`config.mk`:
```
export PLATFORM = sky130hd
export DESIGN_NAME = vx_warp_ibuffer
export DESIGN_NICKNAME = d
export VERILOG_FILES = /design/src/rtl/vx_warp_ibuffer.sv
export SDC_FILE = /design/constraint.sdc
export NUM_CORES = 2
export LEC_CHECK = 0
export ABC_CLOCK_PERIOD_IN_PS = 7300
export BUFFER_PORTS_ARGS = -buffer_cell sky130_fd_sc_hd__buf_2
export CAP_MARGIN = 20
export CORE_MARGIN = 5
export CORE_UTILIZATION = 30
export CTS_CLUSTER_DIAMETER = 200
export DETAILED_ROUTE_END_ITERATION = 6
export SETUP_SLACK_MARGIN = 0.15
export SLEW_MARGIN = 10
export SYNTH_ARGS = -nofsm -noshare
export SYNTH_HDL_FRONTEND = slang
export SYNTH_SLANG_ARGS = --single-unit
```
`constraint.sdc`:
```
create_clock -name clk -period 7.3 [get_ports clk]
set_clock_uncertainty 0.05 [all_clocks]
set_input_delay 0.365 -clock clk [delete_from_list [all_inputs] [get_ports clk]]
set_output_delay 0.365 -clock clk [all_outputs]
set_load 0.01 [all_outputs]
```
`src/rtl/vx_warp_ibuffer.sv`:
```
// Per-warp instruction buffer: one FIFO per warp, round-robin selection into a registered dispatch slot.
// Optional build macro IBUF_PERF_EN adds saturating stall counters perf_full_stalls / perf_disp_stalls.

module vx_warp_ibuffer_checker (
    input logic clk,
    input logic reset,
    input logic push,
    input logic push_full,
    input logic dec_valid,
    input logic wid_ok
);
    a_no_push_full: assert property (@(posedge clk) disable iff (reset) !(push && push_full))
        else $error("vx_warp_ibuffer: push into a full warp FIFO");
    a_wid_range: assert property (@(posedge clk) disable iff (reset) dec_valid |-> wid_ok)
        else $error("vx_warp_ibuffer: dec_wid out of range");
endmodule

module vx_warp_ibuffer #(
    parameter int NUM_WARPS = 4,
    parameter int IBUF_SIZE = 2,
    parameter int DATAW     = 128,
    parameter int NW_BITS   = $clog2(NUM_WARPS)
) (
    input  logic                 clk,
    input  logic                 reset,
    input  logic                 dec_valid,
    input  logic [NW_BITS-1:0]   dec_wid,
    input  logic [DATAW-1:0]     dec_data,
    output logic                 dec_ready,
    output logic [NUM_WARPS-1:0] warp_full,
    output logic [NUM_WARPS-1:0] warp_empty,
    output logic                 ibuf_valid,
    output logic [NW_BITS-1:0]   ibuf_wid,
    output logic [DATAW-1:0]     ibuf_data,
    input  logic                 ibuf_ready
`ifdef IBUF_PERF_EN
    ,
    output logic [31:0]          perf_full_stalls,
    output logic [31:0]          perf_disp_stalls
`endif
);
    localparam int PTR_W = $clog2(IBUF_SIZE);
    localparam int CNT_W = PTR_W + 1;
    localparam int WID_W = NW_BITS + 1;
    localparam logic [PTR_W-1:0]   PTR_ONE   = PTR_W'(1'b1);
    localparam logic [CNT_W-1:0]   CNT_ONE   = CNT_W'(1'b1);
    localparam logic [CNT_W-1:0]   CNT_FULL  = CNT_W'(IBUF_SIZE);
    localparam logic [WID_W-1:0]   WID_LIMIT = WID_W'(NUM_WARPS);
    localparam logic [NW_BITS-1:0] RR_INIT   = NW_BITS'(NUM_WARPS - 1);

    logic [DATAW-1:0]     mem_r    [NUM_WARPS][IBUF_SIZE];
    logic [PTR_W-1:0]     rd_ptr_r [NUM_WARPS];
    logic [PTR_W-1:0]     wr_ptr_r [NUM_WARPS];
    logic [CNT_W-1:0]     count_r  [NUM_WARPS];
    logic [NW_BITS-1:0]   rr_r;

    logic [NUM_WARPS-1:0] nonempty_s;
    logic [NUM_WARPS-1:0] push_vec_s;
    logic [NUM_WARPS-1:0] pop_vec_s;
    logic [NW_BITS-1:0]   sel_s;
    logic                 sel_found_s;
    logic                 take_s;
    logic                 wid_ok_s;
    logic                 push_s;
    logic                 push_full_s;
    logic                 slot_free_s;
    int                   idx_s;

    // Per-warp status flags; a warp is only empty once its slot entry has also left
    always_comb begin
        nonempty_s = '0;
        warp_full  = '0;
        warp_empty = '0;
        for (int w = 0; w < NUM_WARPS; w++) begin
            nonempty_s[w] = (count_r[w] != '0);
            warp_full[w]  = (count_r[w] == CNT_FULL);
            warp_empty[w] = !nonempty_s[w] && !(ibuf_valid && (ibuf_wid == NW_BITS'(w)));
        end
    end

    // Decode handshake: full warps back-pressure even when popped this cycle
    always_comb begin
        wid_ok_s = ({1'b0, dec_wid} < WID_LIMIT);
        if (wid_ok_s) begin
            push_full_s = warp_full[dec_wid];
        end else begin
            push_full_s = 1'b1;
        end
        dec_ready = !push_full_s;
        push_s    = dec_valid && dec_ready;
    end

    // Round-robin search starting just after the last selected warp
    always_comb begin
        sel_s       = '0;
        sel_found_s = 1'b0;
        take_s      = 1'b0;
        idx_s       = 0;
        for (int i = 1; i <= NUM_WARPS; i++) begin
            idx_s       = (int'(rr_r) + i) % NUM_WARPS;
            take_s      = !sel_found_s && nonempty_s[idx_s[NW_BITS-1:0]];
            sel_s       = take_s ? idx_s[NW_BITS-1:0] : sel_s;
            sel_found_s = sel_found_s | take_s;
        end
        slot_free_s = !ibuf_valid || ibuf_ready;
    end

    // Decode per-warp push and pop strobes
    always_comb begin
        push_vec_s = '0;
        pop_vec_s  = '0;
        for (int w = 0; w < NUM_WARPS; w++) begin
            push_vec_s[w] = push_s && (dec_wid == NW_BITS'(w));
            pop_vec_s[w]  = slot_free_s && sel_found_s && (sel_s == NW_BITS'(w));
        end
    end

    // FIFO pointers, occupancy, round-robin pointer and the output slot
    always_ff @(posedge clk) begin
        if (reset) begin
            for (int w = 0; w < NUM_WARPS; w++) begin
                rd_ptr_r[w] <= '0;
                wr_ptr_r[w] <= '0;
                count_r[w]  <= '0;
            end
            rr_r       <= RR_INIT;
            ibuf_valid <= 1'b0;
            ibuf_wid   <= '0;
            ibuf_data  <= '0;
        end else begin
            for (int w = 0; w < NUM_WARPS; w++) begin
                if (push_vec_s[w]) begin
                    wr_ptr_r[w] <= wr_ptr_r[w] + PTR_ONE;
                end
                if (pop_vec_s[w]) begin
                    rd_ptr_r[w] <= rd_ptr_r[w] + PTR_ONE;
                end
                case ({push_vec_s[w], pop_vec_s[w]})
                    2'b10:   count_r[w] <= count_r[w] + CNT_ONE;
                    2'b01:   count_r[w] <= count_r[w] - CNT_ONE;
                    default: count_r[w] <= count_r[w];
                endcase
            end
            if (slot_free_s) begin
                if (sel_found_s) begin
                    ibuf_valid <= 1'b1;
                    ibuf_wid   <= sel_s;
                    ibuf_data  <= mem_r[sel_s][rd_ptr_r[sel_s]];
                    rr_r       <= sel_s;
                end else begin
                    ibuf_valid <= 1'b0;
                end
            end
        end
    end

    // Payload storage needs no reset: occupancy counters gate every read
    always_ff @(posedge clk) begin
        for (int w = 0; w < NUM_WARPS; w++) begin
            if (push_vec_s[w]) begin
                mem_r[w][wr_ptr_r[w]] <= dec_data;
            end
        end
    end

`ifdef IBUF_PERF_EN
    // Saturating stall counters
    always_ff @(posedge clk) begin
        if (reset) begin
            perf_full_stalls <= 32'd0;
            perf_disp_stalls <= 32'd0;
        end else begin
            if (dec_valid && !dec_ready && (perf_full_stalls != 32'hFFFF_FFFF)) begin
                perf_full_stalls <= perf_full_stalls + 32'd1;
            end
            if (ibuf_valid && !ibuf_ready && (perf_disp_stalls != 32'hFFFF_FFFF)) begin
                perf_disp_stalls <= perf_disp_stalls + 32'd1;
            end
        end
    end
`endif

    vx_warp_ibuffer_checker u_checker (
        .clk       (clk),
        .reset     (reset),
        .push      (push_s),
        .push_full (push_full_s),
        .dec_valid (dec_valid),
        .wid_ok    (wid_ok_s)
    );

endmodule

```
* Word-level counts from Yosys, hierarchy flattened
Memory sizes are Yosys's and may differ from the RTL's. Cells that the tools add are included.
Storage, ports and cells: bits in registers 133, bits in writable memories 1040, input port bits 134, output and inout port bits 140, logic and storage cells 266, memories kept 4
Memory list:
- mem_r | words 4, width 256, rd ports 1, clocked after memory_dff 0, write ports 1, line 51 | logic [DATAW-1:0] mem_r [NUM_WARPS][IBUF_SIZE];
- count_r | words 4, width 2, rd ports 4, clocked after memory_dff 0, write ports 4, line 54 | logic [CNT_W-1:0] count_r [NUM_WARPS];
- rd_ptr_r | words 4, width 1, rd ports 5, clocked after memory_dff 0, write ports 4, line 52 | logic [PTR_W-1:0] rd_ptr_r [NUM_WARPS];
- wr_ptr_r | words 4, width 1, rd ports 4, clocked after memory_dff 0, write ports 4, line 53 | logic [PTR_W-1:0] wr_ptr_r [NUM_WARPS];
Cells by class: add/sub/neg operators 20, $lt $le $gt $ge 14, equal/unequal tests 21, multiplexer cells 121, bitwise operators 28, reductions and logical operators 54
Operators with widths (number):
- $mux 256 | 10
- $mux 128 | 7
- $reduce_or 256->1 | 3
- $demux 128 s1 | 4
- $mux 1 | 76
- $mux 2 | 19
- $eq 2x2->1 const B | 14
- $logic_and 1x1->1 | 25
- $or 1x1->1 | 23
- $lt 2x3->1 const B | 5
- $eq 2x1->1 const B | 7
- $logic_not 1->1 | 13
- $add 2x1->2 const B | 6
- $bmux 1 s2 | 5
- $ge 2x2->1 const B | 5
- $not 1->2 | 5
- $add 1x1->1 const B | 8
- $lt 2x1->1 const B | 4
- $reduce_bool 2->1 | 4
- $reduce_or 2->1 | 4
- $sub 2x1->2 const B | 4
- $logic_not 2->1 | 3
- $add 2x2->2 const B | 2
- $reduce_and 2->1 | 1
- $logic_or 1x1->1 | 1

* Longest topological paths before layout
An unclocked memory read counts as a cell.
depth after elaboration 22, depth in mapped cells 16, gate-level depth less buffers 14

* Worst setup path after synthesis
Ideal clock, no wire load.
path kind register to register, start point mem count_r[0][1] (netlist bit), end point mem mem_r[0][128] (netlist bit), enable pin, setup time 0.617 ns, arrival time 6.529 ns, data required time 6.633 ns, path slack 0.105 ns, cell stages (with the launch flop) 5, path buffers 1, clock period less this slack 7.195 ns, cell sequence edfxtp_1 > nor2b_1 > or3b_2 > clkbuf_1 > nor2_1
RTL lines (line):
- start: declaration | 54
- end: declaration | 51

* Final worst setup path
start point reg rr_r[0], end point reg ibuf_data[99]
Between the ends: longest elaborated chain between the ends 17, elaborated cells on any way between the ends 32, classes of those cells add/sub: 4; mux: 15; bitwise: 4; reduce/logical: 7; memory: 2
RTL lines:
- start: declaration | line 55 | logic [NW_BITS-1:0] rr_r;
- start signal: assignment | line 149 | rr_r <= sel_s;
- $add 2x1->2 | line 100 | idx_s = (int'(rr_r) + i) % NUM_WARPS;
- $bmux 1 s2 | line 101 | take_s = !sel_found_s && nonempty_s[idx_s[NW_BITS-1:0]];
- $mux 1 (implied by the code) | line 101
- $logic_not 1->1 | line 101
- $logic_and 1x1->1 | line 101
- $or 1x1->1 | line 103 | sel_found_s = sel_found_s | take_s;
- $logic_not 1->1 | line 101
- $logic_and 1x1->1 | line 101
- $or 1x1->1 | line 103
- $logic_not 1->1 | line 101
- $logic_and 1x1->1 | line 101
- $mux 2 | line 102 | sel_s = take_s ? idx_s[NW_BITS-1:0] : sel_s;
- $mem_v2 4x1
- $not 1->2 (implied by the code) | line 148 | ibuf_data <= mem_r[sel_s][rd_ptr_r[sel_s]];
- $mux 128 (implied by the code) (3 in series) | line 148
- end signal: assignment | line 148
- end: declaration | line 34 | output logic [DATAW-1:0] ibuf_data,
Parallel ways exist; a longest one is shown, timed or not. The select of a mux whose other input is x is not followed. A chain may end at the register's enable or synchronous reset.

==> run_results.csv <==
group,metric,value,unit
status,status,"finished clean",
yosys,ys_seq_area_frac,0.723,
global_route,grt_pass1_vias,28798,
drt,dr.pass1.iters,5,
global_route,track_usage,0.161,
power_and_ir_drop,seq_power_share,0.335,
clock_tree,tritoncts,"yes",
yosys,postSynthCellCount,3014,
worst_setup_path,crit_type,"reg -> reg",
drt,wl_per_cell,24.8,um
yosys,syn_avg_cell_area,15.6,um^2
yosys,synth_cell_types,46,
floorplan,die_w,405,um
clock_tree,cts_max_path_buffers,3,
worst_setup_path,reg2reg_from,"rr_r[0]$_SDFFE_PP1P_",
cells_and_area,layout.nets,3466,
sta,max_freq,201,MHz
yosys,yosys.area_share.simple,0.0686,
sta,setup_violations,0,
sta,layout_min_cycle_time,4.98,ns
drt,first_iter_violations,2588,
clock_tree,clk_pin_slew_worst_paths,0.06,ns
drt,drt-met1-wl,58900,um
worst_setup_path,crit_required,7.85,ns
clock_tree,cts_buffers,121,
sta,final-max-slew-violation-count,0,
drt,wl_met3,10400,um
power_and_ir_drop,internal_power,15.1,mW
yosys,synth_seq_cells,1173,
clock_tree,clock-sinks,1173,
worst_setup_path,arrival,5.53,ns
worst_setup_path,cp_slowest_cell,"buf_4",
power_and_ir_drop,switching_power,9.42,mW
clock_tree,cts-root-buf,"clkbuf_16",
sta,finalCritPeriodShare,0.682,
yosys,synth_nets,3159,
cells_and_area,syn_to_final_growth,18.6,%
drt,via_count,28869,
global_route,grt_overflow,0,
worst_hold_path,hold_start,"reset",
sta,worst_slew_pin_slew,1.20,ns
yosys,synth_edf_count,1040,
yosys,yosysWarnings,0,
worst_setup_path,cp-end-kind,"flip-flop",
global_route,grt_pass1_wl,197000,um
drt,drtAntennaViolNets,0,
power_and_ir_drop,p_per_area,440,nW/um^2
floorplan,pin_count,274,
floorplan,die_area,164000,um^2
yosys,post_synth_instance_area,46900,um^2
power_and_ir_drop,p_leak,18.5,nW
power_and_ir_drop,comb_power_share,0.411,
power_and_ir_drop,pwr-share-clk,0.253,
flow_run,maxCapViolCount,0,
worst_hold_path,hp-class,"in -> reg",
yosys,synth_common_cells,"1,040 x edfxtp_1, 385 x mux2i_1, 152 x clkbuf_1, 148 x nor2_1, 133 x dfxtp_1",
floorplan,rows,145,
placement,dp_hpwl,65700,um
drt,drc,0,
sta,tns,0,ns
floorplan,initial_core_util,0.301,
global_route,grt_antenna_before_repair,27,
sta,slew_headroom,0.198,
cells_and_area,drive_above_1_share,0.191,
yosys,synth.top_cell.area_share,0.666,
placement,io_buffers,273,
yosys,synth-compound-area-share,0.0646,
yosys,yosys-mux-area-fraction,0.113,
cells_and_area,n_fill_cell,14680,
yosys,synth_largest_area_cell,"edfxtp_1",
worst_setup_path,slowest_delay,0.76,ns
worst_setup_path,critPathBufInv,3,
worst_setup_path,crit_chain,"nor3_1 -> a221o_1 -> a221oi_4 -> buf_12 -> buf_12 -> buf_4 -> mux2_2 -> a311oi_1 -> a211oi_1",
worst_setup_path,crit_family,"buffers and inverters",
clock_tree,clkLatencyLatePin,0.74,ns
worst_setup_path,worst_path_most_repeated_cell,"buf_12",
yosys,async_flop_share,0,
yosys,synthXorXnorAreaFrac,0.000560,
floorplan,core-area,156000,um^2
power_and_ir_drop,switching_share,0.385,
placement,pre_cts_ws,2.24,ns
placement,gp_congestion,0.718,
sta,hold_viol_final,0,
sta,setup_slack,2.32,ns
floorplan,die_h,405,um
yosys,synth_ff_type,"edfxtp_1",
clock_tree,htree_levels,3,
sta,rsz0062_at_grt,"false",
worst_setup_path,critPathMaxFanout,141,
drt,wl_met2,63000,um
yosys,synth_fa_ha_area_frac,0.00293,
clock_tree,hold_buffers,128,
yosys,synth_top_family_by_area,"multiplexers",
clock_tree,cts_setup_buffers,0,
global_route,grt_max_degree,163,
drt,drt_wl_total,136000,um
power_and_ir_drop,ir_drop,0.682,mV
drt,maxUsedRoutingLayer,"met5",
clock_tree,cts_resized,0,
worst_setup_path,critPathLaunchType,"flip-flop",
worst_setup_path,crit_start,"rr_r[0]$_SDFFE_PP1P_",
yosys,synth_most_common_cell,"edfxtp_1",
yosys,synthTopCellsByArea,"edfxtp_1 67%, mux2i_1 8.2%, dfxtp_1 5.7%",
drt,vias_per_cell,5.25,
worst paths after layout:
check	to	slack [ns]	cells past startpoint
worst max-delay path	ibuf_data[99]$_SDFFE_PP0P_	2.32	9
worst max register to register	ibuf_data[99]$_SDFFE_PP0P_	2.32	9
worst min register to register	ibuf_data[73]$_SDFFE_PP0P_	0.45	2
worst min-delay path	ibuf_data[119]$_SDFFE_PP0P_	0.08	2
area by class of cell:
| class | count | area, um^2 | area share |
|---|---|---|---|
| multi-input combinational | 1562 | 11900 | 0.213 |
| antenna | 10 | 25.0 | 0.000450 |
| tap | 2058 | 2570 | 0.0463 |
| clock buffer | 166 | 3330 | 0.0598 |
| inverter | 16 | 60.1 | 0.00108 |
| clock inverter | 63 | 672 | 0.0121 |
| timing repair buffer | 447 | 3180 | 0.0572 |
| sequential | 1173 | 33900 | 0.610 |
placed cells by master, fill, tap and decap left out, drive strengths merged, types with 3 or more instances in the layout:
| cell type | instances |
|---|---|
| or2 | 5 |
| dfxtp | 133 |
| o21bai | 4 |
| xnor2 | 3 |
| edfxtp | 1040 |
| a311oi | 128 |
| nand3 | 131 |
| and2 | 6 |
| buf | 319 |
| dlygate4sd3 | 128 |
| nand2b | 13 |
| nor2b | 3 |
| nor2 | 148 |
| nor3 | 20 |
| ha | 11 |
| clkinv | 38 |
| a21oi | 11 |
| diode | 10 |
| a31oi | 5 |
| o21ai | 134 |
| mux2 | 130 |
| bufinv | 10 |
| a211oi | 130 |
| inv | 27 |
| mux2i | 385 |
| clkinvlp | 4 |
| nor4 | 132 |
| clkbuf | 166 |
| nand4 | 129 |
| nand2 | 13 |
registers in the layout (all words and copies together) (netlist names):
| signal | flops |
|---|---|
| ibuf_valid | 1 |
| rr_r | 2 |
| ibuf_wid | 2 |
| wr_ptr_r | 4 |
| rd_ptr_r | 4 |
| count_r | 8 |
| ibuf_data | 128 |
| mem_r | 1024 |
cells by family after synthesis:
logic type                 Yosys count
DFF                               1173
and+or+nand+nor                    607
muxes                              515
AOI/OAI and AO/OA                  426
buffers and inverters              279
adders and majority gates           11
xor gates and xnor gates             3
through the flow:
| step | hold slack (ns) | total power, mW | util | area, um^2 | instances |
|---|---|---|---|---|---|
| after detailed placement | 0.440 | 18.4 | 0.323 | 50300 | 5127 |
| after global routing | 0.0672 | 25.6 | 0.357 | 55600 | 5486 |
| after global placement | 0.433 | 18.3 | 0.323 | 50300 | 5127 |
| after floorplan | 0.414 | 15.3 | - | 46900 | 3014 |
| after CTS | 0.000768 | 24.6 | 0.356 | 55600 | 5484 |
| final | 0.0751 | 24.5 | 0.357 | 55600 | 5495 |
power groups by stage:
stage | logic, mW | registers, mW | clock network, mW
after global routing | 10.7 | 8.26 | 6.61
after global placement | 9.91 | 8.34 | 0
after CTS | 10.1 | 8.22 | 6.35
after detailed placement | 10.0 | 8.36 | 0
final | 10.1 | 8.21 | 6.20
after floorplan | 6.93 | 8.37 | 0
layer usage:
| metal | track usage | vias up |
|---|---|---|
| li1 | - | 12696 |
| met1 | 0.217 | 14810 |
| met2 | 0.258 | 1098 |
| met3 | 0.0345 | 251 |
| met4 | 0.0552 | 14 |
| met5 | 0 | - |
Note: power is estimated with default switching activity, not from simulation.
